`src/rtl/jk_pkg.sv`:
```
// Shared types and constants for the JK sequence driver.
// Latency: n/a (declarations only).
// Backpressure: n/a.
package jk_pkg;

    // Driver sequencing states
    typedef enum logic [1:0] {
        IDLE  = 2'd0,
        DRIVE = 2'd1,
        CHECK = 2'd2,
        DONE  = 2'd3
    } state_t;

    // JK excitation codes, packed as {J, K}
    localparam logic [1:0] JK_HOLD   = 2'b00;
    localparam logic [1:0] JK_RESET  = 2'b01;
    localparam logic [1:0] JK_SET    = 2'b10;
    localparam logic [1:0] JK_TOGGLE = 2'b11;

endpackage

```
`src/rtl/jk_seq_driver_if.sv`:
```
// Pattern handshake plus JK flip-flop drive/observe signals of the sequence driver.
// Latency: n/a (wires only).
// Backpressure: pat_ready is high only while the driver is idle.
interface jk_seq_driver_if #(
    parameter int WIDTH = 8
);
    localparam int CNT_W = $clog2(WIDTH + 1);

    logic             pat_valid;
    logic [WIDTH-1:0] pat_data;
    logic             pat_ready;
    logic             q_in;
    logic             j_o;
    logic             k_o;
    logic             mismatch_o;
    logic             done_o;
    logic [CNT_W-1:0] err_cnt_o;
    logic             pass_o;

    // Pattern source / flip-flop side
    modport master (
        output pat_valid, pat_data, q_in,
        input  pat_ready, j_o, k_o, mismatch_o, done_o, err_cnt_o, pass_o
    );

    // Driver side
    modport slave (
        input  pat_valid, pat_data, q_in,
        output pat_ready, j_o, k_o, mismatch_o, done_o, err_cnt_o, pass_o
    );

endinterface

```
`src/rtl/jk_excite.sv`:
```
// JK excitation: J/K needed to move a JK flip-flop from q to target in one edge.
// Latency: combinational.
// Backpressure: none.
module jk_excite
    import jk_pkg::*;
(
    input  logic q,
    input  logic target,
    input  logic use_toggle,
    output logic j,
    output logic k
);

    logic [1:0] w_code;

    // Hold when already at target, otherwise toggle or set/reset toward it
    always_comb begin
        w_code = JK_HOLD;
        if (q != target) begin
            if (use_toggle) begin
                w_code = JK_TOGGLE;
            end else if (target) begin
                w_code = JK_SET;
            end else begin
                w_code = JK_RESET;
            end
        end
    end

    assign j = w_code[1];
    assign k = w_code[0];

endmodule

```
`src/rtl/jk_seq_driver.sv`:
```
// Drives an external JK flip-flop through a WIDTH-bit target sequence (LSB first) and checks each bit.
// Latency: 2 cycles per bit; done_o in cycle 2*WIDTH+1 after acceptance.
// Backpressure: pat_ready only in IDLE; pat_valid at any other time is ignored, nothing is queued.
module jk_seq_driver
    import jk_pkg::*;
#(
    parameter int WIDTH      = 8,
    parameter bit USE_TOGGLE = 1'b0
)(
    input  logic            clk,
    input  logic            rst_n,
    jk_seq_driver_if.slave  bus
);

    localparam int CNT_W = $clog2(WIDTH + 1);
    localparam int IDX_W = (WIDTH > 1) ? $clog2(WIDTH) : 1;

    state_t           r_state;
    state_t           w_state_nxt;
    logic [WIDTH-1:0] r_pat;
    logic [IDX_W-1:0] r_idx;
    logic [CNT_W-1:0] r_err;
    logic             r_j;
    logic             r_k;
    logic             r_mis;

    logic             w_accept;
    logic             w_load_jk;
    logic             w_last;
    logic             w_bit_mis;
    logic [IDX_W-1:0] w_idx_nxt;
    logic             w_ex_tgt;
    logic             w_ex_j;
    logic             w_ex_k;

    assign w_last    = (r_idx == IDX_W'(WIDTH - 1));
    assign w_idx_nxt = r_idx + 1'b1;
    assign w_bit_mis = (bus.q_in != r_pat[r_idx]);

    // First bit comes straight off the bus at acceptance; later bits from the latched pattern
    assign w_ex_tgt = (r_state == IDLE) ? bus.pat_data[0]
                    : (w_last ? 1'b0 : r_pat[w_idx_nxt]);

    jk_excite u_excite (
        .q          (bus.q_in),
        .target     (w_ex_tgt),
        .use_toggle (USE_TOGGLE),
        .j          (w_ex_j),
        .k          (w_ex_k)
    );

    // State register
    always_ff @(posedge clk or negedge rst_n) begin
        if (!rst_n) begin
            r_state <= IDLE;
        end else begin
            r_state <= w_state_nxt;
        end
    end

    // Next state, acceptance and J/K load decisions
    always_comb begin
        w_state_nxt = r_state;
        w_accept    = 1'b0;
        w_load_jk   = 1'b0;
        case (r_state)
            IDLE: begin
                if (bus.pat_valid) begin
                    w_accept    = 1'b1;
                    w_load_jk   = 1'b1;
                    w_state_nxt = DRIVE;
                end
            end
            DRIVE: begin
                w_state_nxt = CHECK;
            end
            CHECK: begin
                if (w_last) begin
                    w_state_nxt = DONE;
                end else begin
                    w_load_jk   = 1'b1;
                    w_state_nxt = DRIVE;
                end
            end
            DONE: begin
                w_state_nxt = IDLE;
            end
            default: begin
                w_state_nxt = IDLE;
            end
        endcase
    end

    // Pattern, bit index, error count, mismatch pulse and registered J/K drive
    always_ff @(posedge clk or negedge rst_n) begin
        if (!rst_n) begin
            r_pat <= '0;
            r_idx <= '0;
            r_err <= '0;
            r_mis <= 1'b0;
            r_j   <= 1'b0;
            r_k   <= 1'b0;
        end else begin
            if (w_accept) begin
                r_pat <= bus.pat_data;
                r_idx <= '0;
                r_err <= '0;
            end else if (r_state == CHECK) begin
                if (!w_last) begin
                    r_idx <= w_idx_nxt;
                end
                if (w_bit_mis && (r_err != CNT_W'(WIDTH))) begin
                    r_err <= r_err + 1'b1;
                end
            end
            r_mis <= (r_state == CHECK) && w_bit_mis;
            // J/K is non-zero only during DRIVE: loaded on entry, cleared on exit
            r_j   <= w_load_jk ? w_ex_j : 1'b0;
            r_k   <= w_load_jk ? w_ex_k : 1'b0;
        end
    end

    assign bus.pat_ready  = (r_state == IDLE);
    assign bus.j_o        = r_j;
    assign bus.k_o        = r_k;
    assign bus.mismatch_o = r_mis;
    assign bus.done_o     = (r_state == DONE);
    assign bus.err_cnt_o  = r_err;
    assign bus.pass_o     = (r_state == DONE) && (r_err == '0);

endmodule
```
`src/flat_wrapper.sv`:
```
// flat-port wrapper written by rule: the top's interface ports become plain ports
module jk_seq_driver_flat import jk_pkg::*;
#(
    parameter int WIDTH      = 8,
    parameter bit USE_TOGGLE = 1'b0
)
  (clk, rst_n, bus_pat_valid, bus_pat_data, bus_q_in, bus_pat_ready, bus_j_o, bus_k_o, bus_mismatch_o, bus_done_o, bus_err_cnt_o, bus_pass_o);
  jk_seq_driver_if #(.WIDTH(WIDTH)) bus_i ();
  input  logic clk;
  input  logic rst_n;
  input wire logic [$bits(bus_i.pat_valid)-1:0] bus_pat_valid;
  input wire logic [$bits(bus_i.pat_data)-1:0] bus_pat_data;
  input wire logic [$bits(bus_i.q_in)-1:0] bus_q_in;
  output wire logic [$bits(bus_i.pat_ready)-1:0] bus_pat_ready;
  output wire logic [$bits(bus_i.j_o)-1:0] bus_j_o;
  output wire logic [$bits(bus_i.k_o)-1:0] bus_k_o;
  output wire logic [$bits(bus_i.mismatch_o)-1:0] bus_mismatch_o;
  output wire logic [$bits(bus_i.done_o)-1:0] bus_done_o;
  output wire logic [$bits(bus_i.err_cnt_o)-1:0] bus_err_cnt_o;
  output wire logic [$bits(bus_i.pass_o)-1:0] bus_pass_o;
  assign bus_i.pat_valid = bus_pat_valid;
  assign bus_i.pat_data = bus_pat_data;
  assign bus_i.q_in = bus_q_in;
  assign bus_pat_ready = bus_i.pat_ready;
  assign bus_j_o = bus_i.j_o;
  assign bus_k_o = bus_i.k_o;
  assign bus_mismatch_o = bus_i.mismatch_o;
  assign bus_done_o = bus_i.done_o;
  assign bus_err_cnt_o = bus_i.err_cnt_o;
  assign bus_pass_o = bus_i.pass_o;
  jk_seq_driver #(.WIDTH(WIDTH), .USE_TOGGLE(USE_TOGGLE)) u_core (.clk(clk), .rst_n(rst_n), .bus(bus_i));
endmodule
```
`config.mk`:
```
export PLATFORM = sky130hd
export DESIGN_NAME = jk_seq_driver_flat
export DESIGN_NICKNAME = d
export VERILOG_FILES = /design/src/rtl/jk_pkg.sv /design/src/rtl/jk_seq_driver_if.sv /design/src/rtl/jk_excite.sv /design/src/rtl/jk_seq_driver.sv /design/src/flat_wrapper.sv
export SDC_FILE = /design/constraint.sdc
export NUM_CORES = 1
export LEC_CHECK = 0
export CAP_MARGIN = 5
export CORE_ASPECT_RATIO = 1.4
export CORE_MARGIN = 5
export CORE_UTILIZATION = 50
export CTS_BUF_LIST = sky130_fd_sc_hd__clkbuf_8
export CTS_CLUSTER_SIZE = 16
export DETAILED_ROUTE_END_ITERATION = 10
export GPL_TIMING_DRIVEN = 0
export PLACE_DENSITY_LB_ADDON = 0.15
export SYNTH_ARGS = -nofsm -noshare
export SYNTH_HDL_FRONTEND = slang
export SYNTH_SLANG_ARGS = --single-unit
```
`constraint.sdc`:
```
create_clock -name clk -period 5.1 [get_ports clk]
set_input_delay 0.51 -clock clk [delete_from_list [all_inputs] [get_ports clk]]
set_output_delay 0.51 -clock clk [all_outputs]
set_load 0.02 [all_outputs]
```
Word level (Yosys, flattened, before mapping):

Index checks and enable logic that the tools add are counted.

* $add $sub $neg: 2
* magnitude comparators: 2
* eq/ne operators: 9
* mux-type cells: 23
* reductions and logical operators: 9

Operators with widths (number)
* 4-bit 2-to-1 mux: 3
* 1-bit 2-to-1 mux: 9
* 3-bit 2-to-1 mux: 3
* 3-bit by 4-bit less-than comparator with 1-bit output, second input constant: 2
* 2-bit 2-to-1 mux: 4
* 2-bit one-hot mux with 4 select lines: 1
* 1-bit binary-select mux with 3-bit select: 2
* 4-bit by 1-bit adder with 4-bit output, second input constant: 1
* 2-bit equality test, second input constant: 2
* 4-bit logical NOT: 1
* 4-bit inequality test, second input constant: 1
* 2-bit AND reduction: 2
* 2-bit nonzero test: 2
* 3-bit by 1-bit adder with 3-bit output, second input constant: 1
* 3-bit equality test, second input constant: 1
* 1-bit logical AND: 3
* 2-bit by 1-bit equality test with 1-bit output, second input constant: 1
* 2-bit logical NOT: 1
* 1-bit inequality test: 2
* 2-bit by 1-bit inequality test with 1-bit output, second input constant: 1
* 2-bit inequality test, second input constant: 1
* 1-bit one-hot mux with 2 select lines: 1

* register bits: 20
* input port bits: 12
* output and inout port bits: 10
* logic and storage cells: 52

Longest topological paths before layout:

* depth after elaboration: 8
* depth in mapped cells: 6
* depth with buffers taken out: 6

Modules after synthesis:

From an unflattened synthesis, not the netlist that was laid out.

* cell total of the unflattened synthesis: 97
* area, all modules: 1143.6 um^2

Modules (own cells, without submodules)
* jk_seq_driver: instances 1, cells each 93, area an instance 1116.1 um^2, sequential area each 500.5 um^2
* jk_excite: instances 1, cells each 4, area an instance 27.5 um^2, sequential area each 0.0 um^2

Worst setup path after synthesis:

OpenSTA, ideal clock, no wires.

* path kind: register to output
* start point: reg u_core.r_state[1]
* end point: out bus_pass_o
* arrival time: 1.564 ns
* required time: 4.590 ns
* slack: 3.026 ns
* cell stages (with the launch flop): 4
* buffers on the path: 1
* path through: dfrtp_1 > clkbuf_1 > and2_1 > nor4bb_1

* longest elaborated chain between the ends: 2

RTL lines
* start: declaration: RTL line jk_seq_driver.sv:18 `state_t r_state;`
* start signal: assignment: RTL line jk_seq_driver.sv:57 `r_state <= w_state_nxt;`
* 2-bit equality test
* via bus_done_o: RTL line flat_wrapper.sv:18 `output wire logic [$bits(bus_i.done_o)-1:0] bus_done_o;`
* 1-bit logical AND: RTL line jk_seq_driver.sv:129 `assign bus.pass_o = (r_state == DONE) && (r_err == '0);`
* end: declaration: RTL line flat_wrapper.sv:20 `output wire logic [$bits(bus_i.pass_o)-1:0] bus_pass_o;`

The timed path passes the listed nets, and every way through them passes these cells.

Worst setup path after layout:

* start point: reg u_core.r_state[1]
* end point: out bus_pass_o

* longest elaborated chain between the ends: 2

RTL lines (RTL line)
* 2-bit equality test: jk_seq_driver.sv:129
* 1-bit logical AND: jk_seq_driver.sv:129

No other way between the ends.

==> results.md <==
* Status: completed
* Congestion Overflow GR at 0
* Die Width at slightly above 50 um
* CTS sink cnt at 20
* Num CTS Buffers at 3
* DP HPWL at around 1.7 mm
* Htree depth at 1
* Register-to-Register Path Depth at 5
* RR Startpoint: u_core.r_idx[0]$_DFFE_PN0P_
* Worst setup slack after layout at between 2 and 3 ns
* Slew Limit Fails at 0
* Yosys reg bits at 20
* Worst setup SP type: register
* CP max FO at 10
* Clk root buf: clkbuf_8
* Setup Crit Path Kind: register to output port
* Worst rel slew slack at between 30% and 40%
* Overall Global Routing Usage at about 14%
* Warning count from the yosys run at 0
* Cells after Synth at slightly above 100
* VDD IR max at 0.338 mV
* # rows at 20
* Top_reg_cell synth: dfrtp_1
* Biggest area consumer among synthesized cells: dfrtp_1
* Sum of negative setup slack at 0 ns
* Setup violators final at 0
* Worst slack, placed at 2.86 ns
* Ports at 22
* Fraction of layout cells with a size suffix above 1 at 11.2%
* Antenna Diode Count at 0
* Vias per std cell at 5.54
* Clock-pin slew on the worst setup and hold paths at roughly 0.070 ns
* Largest net degree at the start of global routing at 21
* DR iter-0 viols at 11
* Yosys top cell area share at between 40% and 50%
* Post-DRT Antenna Nets at 0
* Overall power at around 0.82 mW
* Netlist cell types at 33
* Synthesized cell area at approximately 1100 um2
* Tmin final at 2.52 ns
* Initial antenna violation count at 0
* Static Leak at roughly 0.64 nW
* Mean Syn Cell Area at 11.3 um2
* Filler cell count at between 150 and 200
* Routability cong. at ~0.83
* Nets at 142
* Worst Tran Pin Value at between 0.9 and 1 ns
* PostCTS Resize Cnt at 0
* Worst endpoint required time at between 4 and 5 ns
* R2R setup slack at around 3 ns
* Fmax at 396 MHz
* DR vias at 814
* Cells on Worst Hold Path at 1
* DR pass1 iterations at 4
* PwrDens at 575 nW/um2
* MaxCap Viol Count at 0
* DRC violations left at 0
* Final WL at between 2 and 2.5 mm
* Post-Syn Nets at ~120
* Unrepaired setup endpoints after global routing: false
* Crit. Startpoint: u_core.r_state[1]$_DFFE_PN0P_
* First-pass GRT wire length at 3.73 mm
* Final Hold Fails at 0
* Fin crit share at roughly 50%
* Hold Worst Slack at 0.519 ns
* Critical Path AT at approximately 2 ns
* Die Ht at ~67 um
* Die area at approximately 3400 um2
* Setup repair bufs after CTS at 0
* WL/cell at about 15 um
* Asr flop ratio synth at 100%
* Largest cells by area after synthesis: dfrtp_1 (44%), mux2_1 (7.9%), mux4_2 (5.9%), ha_1 (4.4%), mux2i_1 (4.4%)
* Post-synth EDFFs at 0
* Sequential share of the synthesized area at roughly 44%
* Area of the multi-input gates at 593 um2
* Final Util at around two thirds
* Worst Setup End Kind: output port
* Area delta synth->final at 24.7%
* Vias in the first global route at about 810
* Deepest clock path buffer count at 2
* Most common cell in the netlist: dfrtp_1
* Commonest cells post-synth: dfrtp_1 (20), mux2_1 (8), nand2_1 (8)
* Starting Density at 52.6%
* PortBufs at 20
* Area of the core at ~2200 um2
* Clk_skew at approximately 0.0051 ns
* Reg-to-Reg End: u_core.bus.err_cnt_o[1]$_DFFE_PN0P_
* Hold WC Path Type: register to register
* Post-CTS Hold Buffers at 0
* CTS tree: built
* Skew-Pair Late Insertion Delay at about 0.26 ns
* Reg area at 500 um2
* CP endpoint: bus_pass_o
-- worst min-delay path by stage --
| stage | to | start | slack, ns |
|---|---|---|---|
| finish | u_core.bus.err_cnt_o[3]$_DFFE_PN0P_ | u_core.bus.err_cnt_o[3]$_DFFE_PN0P_ | 0.52 |
| global route | u_core.bus.err_cnt_o[3]$_DFFE_PN0P_ | u_core.bus.err_cnt_o[3]$_DFFE_PN0P_ | 0.54 |
| CTS | u_core.bus.err_cnt_o[3]$_DFFE_PN0P_ | u_core.bus.err_cnt_o[3]$_DFFE_PN0P_ | 0.52 |
| detailed placement | u_core.bus.err_cnt_o[3]$_DFFE_PN0P_ | u_core.bus.err_cnt_o[3]$_DFFE_PN0P_ | 0.51 |
| global placement | u_core.r_pat[6]$_DFFE_PN0P_ | u_core.r_pat[6]$_DFFE_PN0P_ | 0.49 |
| floorplan | u_core.bus.err_cnt_o[0]$_DFFE_PN0P_ | rst_n | 0.21 |
-- power by group --
part / switching, mW / internal [mW] / leakage (nW)
Clock: 0.0519 / 0.0687 / 0.0288
Combinational: 0.193 / 0.234 / 0.364
Sequential: 0.0501 / 0.224 / 0.251
Total: 0.295 / 0.527 / 0.645
-- per-layer routing --
metal	global-route usage [%]	share of wire (%)	vias up	routed length, um
met5	0	0	-	0
met4	5.75	1.7	0	37
met3	3.36	5.0	5	110
met2	24.7	48	23	1060
met1	17.2	45	384	1000
li1	-	-	402	-
-- placed cells by master, fill, tap and decap left out --
cell type / synthesis / final
o211ai_1: 1 / 1
o21ai_1: 1 / 1
a22o_1: 3 / 3
nand2b_1: 5 / 5
o31a_1: 1 / 1
xnor2_1: 1 / 1
dfrtp_1: 20 / 20
a21oi_1: 2 / 2
nand2_1: 8 / 8
nand3b_1: 1 / 1
o21bai_1: 1 / 1
mux2_4: 3 / 3
buf_6: 1 / 1
clkdlybuf4s50_1: 0 / 20
nor3_1: 3 / 3
mux2_1: 8 / 8
mux2i_2: 1 / 1
nand3_1: 1 / 1
mux4_2: 3 / 3
o21ai_0: 3 / 3
nor3b_1: 1 / 1
mux2i_1: 5 / 5
clkbuf_8: 0 / 4
and3b_1: 1 / 1
mux2_2: 2 / 2
and3_1: 1 / 1
ha_1: 4 / 4
and2_1: 1 / 1
inv_1: 6 / 6
nor4bb_1: 1 / 1
clkbuf_1: 5 / 5
o32ai_1: 1 / 1
a21o_1: 1 / 1
nor2b_1: 1 / 1
nor2_1: 4 / 4
-- layout make-up --
class                           instances  area share (%)
Tap cell                               22            1.93
Multi-Input combinational cell         69            41.5
Buffer                                  6            2.10
Clock buffer                            4            3.85
Sequential cell                        20            35.0
Inverter                                6            1.58
Timing Repair Buffer                   20            14.0
-- metrics by stage --
stage | area [um2] | instances
after floorplan | 1150 | 101
after global placement | 1370 | 143
after detailed placement | 1370 | 143
after CTS | 1430 | 147
after global routing | 1430 | 147
final | 1430 | 147
-- sequential cells by signal, indices dropped and copies added, names as in the netlist --
| signal | flops |
|---|---|
| u_core.r_state | 2 |
| u_core.r_pat | 8 |
| u_core.r_idx | 3 |
| u_core.bus.mismatch_o | 1 |
| u_core.bus.k_o | 1 |
| u_core.bus.err_cnt_o | 4 |
| u_core.bus.j_o | 1 |
-- critical path, stage by stage, from the launching register on --
cell and delay (ns):
dfrtp_1 0.36, clkbuf_1 0.33, and2_1 0.22, nor4bb_1 0.20
clkdlybuf4s50_1 0.64
-- logic make-up after synthesis --
group / share of synthesized area, %
flip-flops: 43.7
AO/OA/AOI/OAI: 8.41
XOR/XNOR: 0.764
buffers and inverters: 4.59
multiplexers: 25.2
adder cells (fa/ha/maj): 4.37
AND/OR/NAND/NOR: 13.0
No activity file was read; power rests on OpenSTA's default activity.
